## src/rtl/imm_gen_pipe_if.sv

```systemverilog
// Decode-to-EX bus of the immediate generator: an instruction/select/tag request side
// and an immediate/tag/error response side.
// Handshake: a transfer occurs on a rising edge where VALID && READY; the producer may
// raise VALID at any time, READY never depends combinationally on VALID, and a response
// that is valid but not accepted keeps its payload stable.
interface imm_gen_pipe_if #(
    parameter int XLEN  = 32,
    parameter int TAG_W = 8
);
    logic             IN_VALID;
    logic             IN_READY;
    logic [31:0]      INST;
    logic [3:0]       SELECT;
    logic [TAG_W-1:0] IN_TAG;
    logic             OUT_VALID;
    logic             OUT_READY;
    logic [XLEN-1:0]  OUT_IMM;
    logic [TAG_W-1:0] OUT_TAG;
    logic             OUT_ERR;

    modport master (
        output IN_VALID, INST, SELECT, IN_TAG, OUT_READY,
        input  IN_READY, OUT_VALID, OUT_IMM, OUT_TAG, OUT_ERR
    );

    modport slave (
        input  IN_VALID, INST, SELECT, IN_TAG, OUT_READY,
        output IN_READY, OUT_VALID, OUT_IMM, OUT_TAG, OUT_ERR
    );
endinterface

```

## src/rtl/imm_gen_pipe.sv

```systemverilog
// RV32/RV64 immediate extraction feeding a 2-entry skid buffer (head + skid register);
// the buffer occupancy is also exported as a debug output.
module imm_gen_pipe #(
    parameter int XLEN  = 32,
    parameter int TAG_W = 8
) (
    input  logic          CLK,
    input  logic          RESET,
    input  logic          FLUSH,
    imm_gen_pipe_if.slave bus,
    output logic [1:0]    occupancy
);
    typedef enum logic [1:0] {
        OCC_EMPTY = 2'd0,
        OCC_ONE   = 2'd1,
        OCC_TWO   = 2'd2
    } occ_e;

    occ_e             state_q, state_d;
    logic [XLEN-1:0]  ext_imm, head_imm, skid_imm;
    logic             ext_err, head_err, skid_err;
    logic [TAG_W-1:0] head_tag, skid_tag;
    logic             push, pop;
    logic             load_head_new, load_head_skid, load_skid;
    logic             sx;
    logic             unused_opcode;

    assign sx            = ~bus.SELECT[3];
    assign unused_opcode = ^bus.INST[6:0];

    always_comb begin
        ext_imm = '0;
        ext_err = 1'b0;
        case (bus.SELECT[2:0])
            3'd0: ext_imm = sx ? XLEN'($signed({bus.INST[31:12], 12'b0}))
                               : XLEN'({bus.INST[31:12], 12'b0});
            3'd1: ext_imm = sx ? XLEN'($signed({bus.INST[31], bus.INST[19:12], bus.INST[20],
                                                bus.INST[30:21], 1'b0}))
                               : XLEN'({bus.INST[31], bus.INST[19:12], bus.INST[20],
                                        bus.INST[30:21], 1'b0});
            3'd2: ext_imm = sx ? XLEN'($signed(bus.INST[31:20])) : XLEN'(bus.INST[31:20]);
            3'd3: ext_imm = sx ? XLEN'($signed({bus.INST[31], bus.INST[7], bus.INST[30:25],
                                                bus.INST[11:8], 1'b0}))
                               : XLEN'({bus.INST[31], bus.INST[7], bus.INST[30:25],
                                        bus.INST[11:8], 1'b0});
            3'd4: ext_imm = sx ? XLEN'($signed({bus.INST[31:25], bus.INST[11:7]}))
                               : XLEN'({bus.INST[31:25], bus.INST[11:7]});
            3'd5: begin
                // RV32 shifts only have 5 shamt bits; a set bit 25 is an illegal encoding
                if (XLEN == 32) begin
                    ext_imm = XLEN'(bus.INST[24:20]);
                    ext_err = bus.INST[25];
                end else begin
                    ext_imm = XLEN'(bus.INST[25:20]);
                end
            end
            3'd6: ext_imm = XLEN'(bus.INST[19:15]);
            default: ext_err = 1'b1;
        endcase
    end

    assign bus.IN_READY  = (state_q != OCC_TWO);
    assign bus.OUT_VALID = (state_q != OCC_EMPTY);
    assign bus.OUT_IMM   = head_imm;
    assign bus.OUT_TAG   = head_tag;
    assign bus.OUT_ERR   = head_err;
    assign occupancy     = state_q;

    assign push = bus.IN_VALID && bus.IN_READY;
    assign pop  = bus.OUT_VALID && bus.OUT_READY;

    always_comb begin
        state_d        = state_q;
        load_head_new  = 1'b0;
        load_head_skid = 1'b0;
        load_skid      = 1'b0;
        if (FLUSH) begin
            state_d = OCC_EMPTY;
        end else begin
            case (state_q)
                OCC_EMPTY: if (push) begin
                    state_d       = OCC_ONE;
                    load_head_new = 1'b1;
                end
                OCC_ONE: begin
                    if (push && pop) begin
                        load_head_new = 1'b1;
                    end else if (push) begin
                        state_d   = OCC_TWO;
                        load_skid = 1'b1;
                    end else if (pop) begin
                        state_d = OCC_EMPTY;
                    end
                end
                OCC_TWO: if (pop) begin
                    state_d        = OCC_ONE;
                    load_head_skid = 1'b1;
                end
                default: state_d = OCC_EMPTY;
            endcase
        end
    end

    always_ff @(posedge CLK or negedge RESET) begin
        if (!RESET) begin
            state_q  <= OCC_EMPTY;
            head_imm <= '0;
            head_tag <= '0;
            head_err <= 1'b0;
            skid_imm <= '0;
            skid_tag <= '0;
            skid_err <= 1'b0;
        end else begin
            state_q <= state_d;
            if (load_head_new) begin
                head_imm <= ext_imm;
                head_tag <= bus.IN_TAG;
                head_err <= ext_err;
            end else if (load_head_skid) begin
                head_imm <= skid_imm;
                head_tag <= skid_tag;
                head_err <= skid_err;
            end
            if (load_skid) begin
                skid_imm <= ext_imm;
                skid_tag <= bus.IN_TAG;
                skid_err <= ext_err;
            end
        end
    end
endmodule

```

## src/flat_wrapper.sv

```systemverilog
// flat-port wrapper written by rule: the top's interface ports become plain ports
module imm_gen_pipe_flat 
#(
    parameter int XLEN  = 32,
    parameter int TAG_W = 8
)
  (CLK, RESET, FLUSH, occupancy, bus_IN_VALID, bus_INST, bus_SELECT, bus_IN_TAG, bus_OUT_READY, bus_IN_READY, bus_OUT_VALID, bus_OUT_IMM, bus_OUT_TAG, bus_OUT_ERR);
  imm_gen_pipe_if #(.XLEN(XLEN), .TAG_W(TAG_W)) bus_i ();
  input  logic CLK;
  input  logic RESET;
  input  logic FLUSH;
  output logic [1:0] occupancy;
  input wire logic [$bits(bus_i.IN_VALID)-1:0] bus_IN_VALID;
  input wire logic [$bits(bus_i.INST)-1:0] bus_INST;
  input wire logic [$bits(bus_i.SELECT)-1:0] bus_SELECT;
  input wire logic [$bits(bus_i.IN_TAG)-1:0] bus_IN_TAG;
  input wire logic [$bits(bus_i.OUT_READY)-1:0] bus_OUT_READY;
  output wire logic [$bits(bus_i.IN_READY)-1:0] bus_IN_READY;
  output wire logic [$bits(bus_i.OUT_VALID)-1:0] bus_OUT_VALID;
  output wire logic [$bits(bus_i.OUT_IMM)-1:0] bus_OUT_IMM;
  output wire logic [$bits(bus_i.OUT_TAG)-1:0] bus_OUT_TAG;
  output wire logic [$bits(bus_i.OUT_ERR)-1:0] bus_OUT_ERR;
  assign bus_i.IN_VALID = bus_IN_VALID;
  assign bus_i.INST = bus_INST;
  assign bus_i.SELECT = bus_SELECT;
  assign bus_i.IN_TAG = bus_IN_TAG;
  assign bus_i.OUT_READY = bus_OUT_READY;
  assign bus_IN_READY = bus_i.IN_READY;
  assign bus_OUT_VALID = bus_i.OUT_VALID;
  assign bus_OUT_IMM = bus_i.OUT_IMM;
  assign bus_OUT_TAG = bus_i.OUT_TAG;
  assign bus_OUT_ERR = bus_i.OUT_ERR;
  imm_gen_pipe #(.XLEN(XLEN), .TAG_W(TAG_W)) u_core (.CLK(CLK), .RESET(RESET), .FLUSH(FLUSH), .bus(bus_i), .occupancy(occupancy));
endmodule
```

## config.mk

```make
export PLATFORM = sky130hd
export DESIGN_NAME = imm_gen_pipe_flat
export DESIGN_NICKNAME = d
export VERILOG_FILES = /design/src/rtl/imm_gen_pipe_if.sv /design/src/rtl/imm_gen_pipe.sv /design/src/flat_wrapper.sv
export SDC_FILE = /design/constraint.sdc
export NUM_CORES = 1
export LEC_CHECK = 0
export BUFFER_PORTS_ARGS = -buffer_cell sky130_fd_sc_hd__clkbuf_2
export CORE_MARGIN = 2
export CORE_UTILIZATION = 35
export CTS_CLUSTER_SIZE = 40
export DETAILED_ROUTE_END_ITERATION = 12
export GPL_ROUTABILITY_DRIVEN = 0
export GPL_TIMING_DRIVEN = 0
export SKIP_LAST_GASP = 1
export SLEW_MARGIN = 40
export SYNTH_ARGS = -nofsm -noshare
export SYNTH_HDL_FRONTEND = slang
export SYNTH_SLANG_ARGS = --single-unit
```

## constraint.sdc

```tcl
create_clock -name CLK -period 2.3 [get_ports CLK]
set_input_delay 0 -clock CLK [delete_from_list [all_inputs] [get_ports CLK]]
set_output_delay 0 -clock CLK [all_outputs]
set_load 0.01 [all_outputs]
```

* Word-level counts from Yosys, hierarchy flattened
Index checks and enable logic that the tools add are counted.
** Storage, ports and cells
- Flip-flop bits (word level) :: 84
- Output and inout port bits :: 45
** Operators by class
- Muxes and demuxes :: 29
- Reduce and logical (&&, ||, !) cells :: 9
- Equal/unequal tests :: 13
** Operator list (number)
- $pmux 32 s7 :: 1
- $mux 32 :: 6
- $mux 8 :: 2
- $mux 2 :: 6
- $mux 1 :: 11
- $eq 3x3->1 const B :: 3
- $eq 3x2->1 const B :: 2
- $ne 3x2->1 const B :: 2
- $pmux 2 s3 :: 1
- $reduce_or 6->1 :: 1
- $ne 4x2->1 const B :: 1
- $pmux 1 s2 :: 2
- $reduce_and 4->1 :: 1
- $reduce_bool 2->1 :: 2
- $eq 3x1->1 const B :: 1
- $logic_and 1x1->1 :: 3
- $logic_not 3->1 :: 1
- $ne 3x3->1 const B :: 1
- $eq 2x1->1 const B :: 1
- $eq 2x2->1 const B :: 1
- $logic_not 2->1 :: 1
- $ne 2x2->1 const B :: 1

* Depth between registers and ports, before layout
- Depth in word-level cells :: 7
- Depth in mapped cells :: 6
- Depth with buffers taken out :: 4

* Least setup slack after synthesis
Ideal clock, no wire load.
- Path type :: register -> register
- Start point :: reg u_core.state_q[1], in the netlist u_core.occupancy[1]
- End point :: reg u_core.skid_tag[2]
- Setup slack :: 0.714 ns
- Data arrival time :: 1.461 ns
- Path buffers :: 2
- Stages on the path, launching flop included :: 6
- Data required time :: 2.175 ns
- Setup time :: 0.125 ns
- Cells stage by stage :: dfrtp_1 > nor3b_4 > nand2_2 > buf_6 > buf_6 > mux2_4
** On the way
- Word-level cells in the longest chain between the ends :: 6
- Elaborated cells on any way between the ends :: 10
- Classes of those cells :: 2 x eq/ne; 4 x mux; 4 x reduce/logical
** RTL lines
- from (decl) :: RTL line imm_gen_pipe.sv:19 : occ_e state_q, state_d;
- from (signal assigned) :: RTL line imm_gen_pipe.sv:114 : state_q <= state_d;
- $ne 2x2->1 / $reduce_bool 2->1 (equally long branches) :: RTL line imm_gen_pipe.sv:62, imm_gen_pipe.sv:63
- $logic_and 1x1->1, on equally long branches :: RTL line imm_gen_pipe.sv:69, imm_gen_pipe.sv:70
- $mux 1 / $logic_and 1x1->1 (equally long branches) :: RTL line imm_gen_pipe.sv:88, imm_gen_pipe.sv:86
- $mux 1 :: RTL line imm_gen_pipe.sv:86 : if (push && pop) begin
- $mux 1 * :: RTL line imm_gen_pipe.sv:80 : case (state_q)
- $mux 1 * :: RTL line imm_gen_pipe.sv:77 : if (FLUSH) begin
- to (signal assigned) :: RTL line imm_gen_pipe.sv:126 : skid_tag <= bus.IN_TAG;
- to (decl) :: RTL line imm_gen_pipe.sv:22 : logic [TAG_W-1:0] head_tag, skid_tag;
Mark *: on every way between the ends. The rest lies on a longest branch, timed or not.
A chain may end at the register's enable or synchronous reset.

* Worst setup path after layout
- Start point :: reg u_core.state_q[1], in the netlist u_core.occupancy[1]
- End point :: reg u_core.head_err, in the netlist u_core.bus.OUT_ERR
** On the way
- Word-level cells in the longest chain between the ends :: 7
- Elaborated cells on any way between the ends :: 17
- Classes of those cells :: 3 x eq/ne; 8 x mux; 6 x reduce/logical
** RTL lines
- $ne 2x2->1 / $reduce_bool 2->1 (equally long branches) :: RTL line imm_gen_pipe.sv:62, imm_gen_pipe.sv:63
- $logic_and 1x1->1, on equally long branches :: RTL line imm_gen_pipe.sv:69, imm_gen_pipe.sv:70
- $logic_and 1x1->1 :: RTL line imm_gen_pipe.sv:86
- $mux 1 :: RTL line imm_gen_pipe.sv:86
- $pmux 1 s2 :: RTL line imm_gen_pipe.sv:80
- $mux 1 :: RTL line imm_gen_pipe.sv:77
- $mux 1 / $reduce_bool 2->1 (equally long branches)
- to (signal assigned) :: RTL line imm_gen_pipe.sv:118 : head_err <= ext_err;
- to (signal assigned) :: RTL line imm_gen_pipe.sv:122 : head_err <= skid_err;
- to (decl) :: RTL line imm_gen_pipe.sv:21 : logic ext_err, head_err, skid_err;
Several ways; a longest one is shown, not always the timed one.

==> reports/results.txt <==
The first detailed-routing pass ran for 5 iterations. In this run the static leakage power is 2.478 nW. The run gives 0 as the residual antenna-violating net count after detailed routing.

The worst setup path is captured at a flop. The cell with the largest stage delay on the worst path was sky130_fd_sc_hd__dfrtp_1. The share of cells above drive strength 1 works out to 28.91%.

Including well taps, the total number of placed cells is 613. The dominant combinational cell family by area after synthesis is compound AO/OA/AOI/OAI gates. The count of unresolved DRC violations after routing was 0. Predominant post-synthesis flop cell: sky130_fd_sc_hd__dfrtp_1. The floorplan has 39 rows. Counting flops and latches in the post-synthesis netlist gives 84. 94 I/O pins were placed. The logs give 12,290 µm² for the floorplan die area and 19 for the number of buffers inserted for hold repair after clock tree synthesis. The number of global-route vias before repair is 3,323. The clock tree synthesis step divided the H-tree into 3 levels. In this run the worst path has a maximum fanout of 10. The count of max-cap constraint violations was 0. The cell area reported after detailed placement was 4627 µm². In the synthesized netlist the async set-or-reset flop fraction comes to 100.0%.

The run gives 17.95 mm as the first-pass GRT wire length. After technology mapping, the gate count stands at 386. The later pin in the worst-skew pair is clocked with a latency of 0.34 ns. After detailed routing, the average wire length per cell comes to 17.27 µm. The run finished with clean final reports. Setup violations remaining at the end of the flow were counted as 0. The routed layout has 3,498 vias.

Largest delay contributor family on the critical path: simple AND/OR/NAND/NOR gates. The count of synthesis-stage warnings from yosys is 0, and the peak clock frequency supported by timing is 534.4 MHz. The number of nets in the synthesized netlist is 435. By area the synthesized netlist is led by sky130_fd_sc_hd__dfrtp_1 (53%), sky130_fd_sc_hd__o21ai_0 (7.0%), sky130_fd_sc_hd__nand2_1 (5.4%). Shortest period the worst path allows: 1.871 ns. The worst-case IR drop observed on VDD is 0.4107 mV. Netlist area before placement: 3996 µm². The maximum clock path buffer count is 2, and the required time of the worst setup path is 2.57 ns. The tightest hold path in the finished design has a slack of 0.006615 ns. The count of clock tree sinks is 84. Buffers added to address setup during post-CTS repair amount to 0. In this run, the number of DRC markers left after iteration 0 of detailed routing was 276.

After detailed routing, the number of vias per cell comes to 5.398. The measured slew at the worst slew-check pin works out to 0.7407 ns. TritonCTS built the clock tree. The top-area cell type share of the netlist area is 52.60%, and the part of the Yosys area used for sequential elements is 52.60%. The synthesized-area fraction occupied by adder cells was 0%; the detailed placer's ending HPWL was 7.889 mm. After Yosys synthesis, XOR and XNOR cells account for 0.2192% of the synthesized area. The number of nets in the layout is 549. Wires add up to 11.19 mm. Entering global routing, the biggest net connects 47 pins.

After clock tree synthesis, the clock-pin slew on the worst setup and hold paths is 0.06 ns. The count of input and output buffers is 83. For the total count of hold-check failures in the final report, the log shows 0. The highest cell delay on the worst timing path came out at 0.46 ns.

The compound-gate portion of the synthesized area was 24.64%; the final cell count without fillers was 648. The class of the most critical setup path is flop to flop. For the worst setup path, the data arrival time is 2.14 ns. For the final database, setup skew stands at 0.004957 ns. Summing the areas of all and, or, nand and nor instances in the mapped netlist gives 11.74% of the synthesized area. STA classifies the critical path startpoint as a flop.

The effective utilization at floorplan is 35.45%, and the horizontal die dimension is 110.9 µm. The total CTS buffers is 9, and the number of enable-type register cells in the synthesized netlist is 0. Setup repair after global routing left no endpoint under its margin. The total overflow left after global routing is 0. The number of gates given a new drive strength after cts was 0; the power density of the placed cells was 818.2 nW/µm². The distinct cell type count of the synthesized netlist came out at 49. Measured against the total synthesized area, the mux share comes to 5.479%.

Worst-case headroom to the max-slew limit: 50.26%. The final critical path takes up 81.36% of the cycle. The layout filler cell count is 1,079, and the y dimension of the die is 110.9 µm. The critical path goes through nor3b_4, nand2_1, clkbuf_1, nor2_1, a221o_1. The root buffer cell is sky130_fd_sc_hd__clkbuf_16.

0 antenna diodes ended up in the layout. The run gives 0 as the max-slew violation count. In the final timing run, aggregate negative setup slack is 0 ns. The finished cells cover 5129 µm². The buffering stage count on the worst path with inverters included was 1; the synthesis-to-finish area growth was 28.33%. Across every metal layer, demand over resource in global routing totals 18.36%. The number of antenna violations at the first check in global routing is 0. The region available for standard cell placement spans 11,270 µm².

The type of the worst min-delay path is input pin to flop. Summed over all instances, the cell type with the most area after synthesis is sky130_fd_sc_hd__dfrtp_1. Averaged over all synthesized cells, the footprint is 10.35 µm².
-- flip-flops by register name, summed over array words and instances (netlist names) --
register,flops
u_core.occupancy,2
u_core.bus.OUT_TAG,8
u_core.skid_imm,32
u_core.bus.OUT_ERR,1
u_core.skid_tag,8
u_core.skid_err,1
u_core.bus.OUT_IMM,32
-- where the power goes --
group          leakage [nW]  internal, mW  switching, mW
clock                 0.150         0.908          0.582
combinational          1.24         0.369          0.417
sequential             1.09          1.76          0.160
-- cell families after synthesis --
group | after synthesis
flip-flops | 84
multiplexers | 18
XOR/XNOR | 1
buffers and inverters | 42
AND/OR/NAND/NOR | 96
AO/OA/AOI/OAI | 145
-- final timing paths --
| kind | slack (ns) | cells past startpoint | start | end |
|---|---|---|---|---|
| worst min-delay path | 0.007 | 3 | bus_INST[16] | u_core.skid_imm[16] |
| min in group asynchronous | 0.14 | 2 | RESET | u_core.bus.OUT_TAG[6] |
| worst max-delay path | 0.43 | 5 | u_core.occupancy[1] | u_core.bus.OUT_ERR |
| worst max register to register | 0.43 | 5 | u_core.occupancy[1] | u_core.bus.OUT_ERR |
| worst min register to register | 0.47 | 2 | u_core.bus.OUT_TAG[4] | u_core.bus.OUT_TAG[4] |
| max in group asynchronous | 1.63 | 3 | RESET | u_core.skid_imm[11] |
-- cells in the final DEF (no fill, tap or decap), types with 5 or more instances in the layout --
| cell | count |
|---|---|
| sky130_fd_sc_hd__a22o_1 | 8 |
| sky130_fd_sc_hd__a221o_1 | 5 |
| sky130_fd_sc_hd__o21ai_1 | 5 |
| sky130_fd_sc_hd__clkbuf_1 | 10 |
| sky130_fd_sc_hd__mux2_2 | 11 |
| sky130_fd_sc_hd__buf_2 | 14 |
| sky130_fd_sc_hd__inv_1 | 11 |
| sky130_fd_sc_hd__a211oi_1 | 8 |
| sky130_fd_sc_hd__dlygate4sd3_1 | 19 |
| sky130_fd_sc_hd__nand2_1 | 57 |
| sky130_fd_sc_hd__nand3b_1 | 5 |
| sky130_fd_sc_hd__a22oi_1 | 28 |
| sky130_fd_sc_hd__clkbuf_2 | 82 |
| sky130_fd_sc_hd__dfrtp_1 | 84 |
| sky130_fd_sc_hd__nor3_1 | 5 |
| sky130_fd_sc_hd__a32oi_1 | 6 |
| sky130_fd_sc_hd__mux2_4 | 5 |
| sky130_fd_sc_hd__nor2_1 | 8 |
| sky130_fd_sc_hd__o21ai_0 | 56 |
| sky130_fd_sc_hd__clkbuf_16 | 9 |
-- synth_stat cells, types with 2 or more instances --
library cell,count
sky130_fd_sc_hd__nand2_1,57
sky130_fd_sc_hd__a31oi_1,2
sky130_fd_sc_hd__o31ai_1,4
sky130_fd_sc_hd__inv_1,11
sky130_fd_sc_hd__o21ai_1,5
sky130_fd_sc_hd__a21o_1,2
sky130_fd_sc_hd__a221oi_1,3
sky130_fd_sc_hd__mux2_2,11
sky130_fd_sc_hd__o211a_1,4
sky130_fd_sc_hd__dfrtp_1,84
sky130_fd_sc_hd__o211ai_1,3
sky130_fd_sc_hd__nor3_1,5
sky130_fd_sc_hd__nand3_1,2
sky130_fd_sc_hd__nand2b_1,4
sky130_fd_sc_hd__buf_2,14
sky130_fd_sc_hd__a32oi_1,6
sky130_fd_sc_hd__a211oi_1,8
sky130_fd_sc_hd__a22o_1,8
sky130_fd_sc_hd__a221o_1,5
sky130_fd_sc_hd__o21ai_0,56
sky130_fd_sc_hd__mux2_4,5
sky130_fd_sc_hd__a22oi_1,28
sky130_fd_sc_hd__or2_2,2
sky130_fd_sc_hd__nor2_1,8
sky130_fd_sc_hd__a21oi_1,4
sky130_fd_sc_hd__mux2i_1,2
sky130_fd_sc_hd__buf_6,3
sky130_fd_sc_hd__nor2b_1,4
sky130_fd_sc_hd__nand3b_1,5
sky130_fd_sc_hd__clkbuf_1,9
sky130_fd_sc_hd__buf_4,4
-- cell type report --
type / count / area, µm² / share of cell area, %
Clock inverter: 4 / 55.05 / 1.073
Tap cell: 143 / 178.9 / 3.489
Inverter: 11 / 41.29 / 0.8051
Sequential cell: 84 / 2102 / 40.99
Timing Repair Buffer: 103 / 641.9 / 12.52
Clock buffer: 12 / 256.5 / 5.001
Buffer: 31 / 171.4 / 3.342
Multi-Input combinational cell: 260 / 1682 / 32.79
-- worst reg2reg max path, cell delays in order, from the launching register on --
cell and delay (ns):
sky130_fd_sc_hd__dfrtp_1 0.46, sky130_fd_sc_hd__nor3b_4 0.45, sky130_fd_sc_hd__nand2_1 0.31, sky130_fd_sc_hd__clkbuf_1 0.32, sky130_fd_sc_hd__nor2_1 0.16, sky130_fd_sc_hd__a221o_1 0.11
-- layer usage --
| layer | global-route usage [%] | up-vias | routed length [µm] |
|---|---|---|---|
| met5 | 0 | - | 0 |
| met1 | 26.27 | 1707 | 5232 |
| met2 | 26.99 | 125 | 5042 |
| met3 | 4.647 | 20 | 681 |
| met4 | 6.667 | 0 | 238 |
| li1 | - | 1646 | - |
-- per-stage QoR --
stage | total power, mW | utilization, % | setup WS, ns
3_5_place_dp | 2.704 | 41.05 | 0.4437
2_1_floorplan | 2.363 | - | 0.7136
4_1_cts | 4.231 | 45.50 | 0.4266
5_1_grt | 4.424 | 45.50 | 0.3268
3_3_place_gp | 2.672 | 40.73 | 0.3338
6_report | 4.196 | 45.50 | 0.4287
Power figures use the tool's default switching activity.
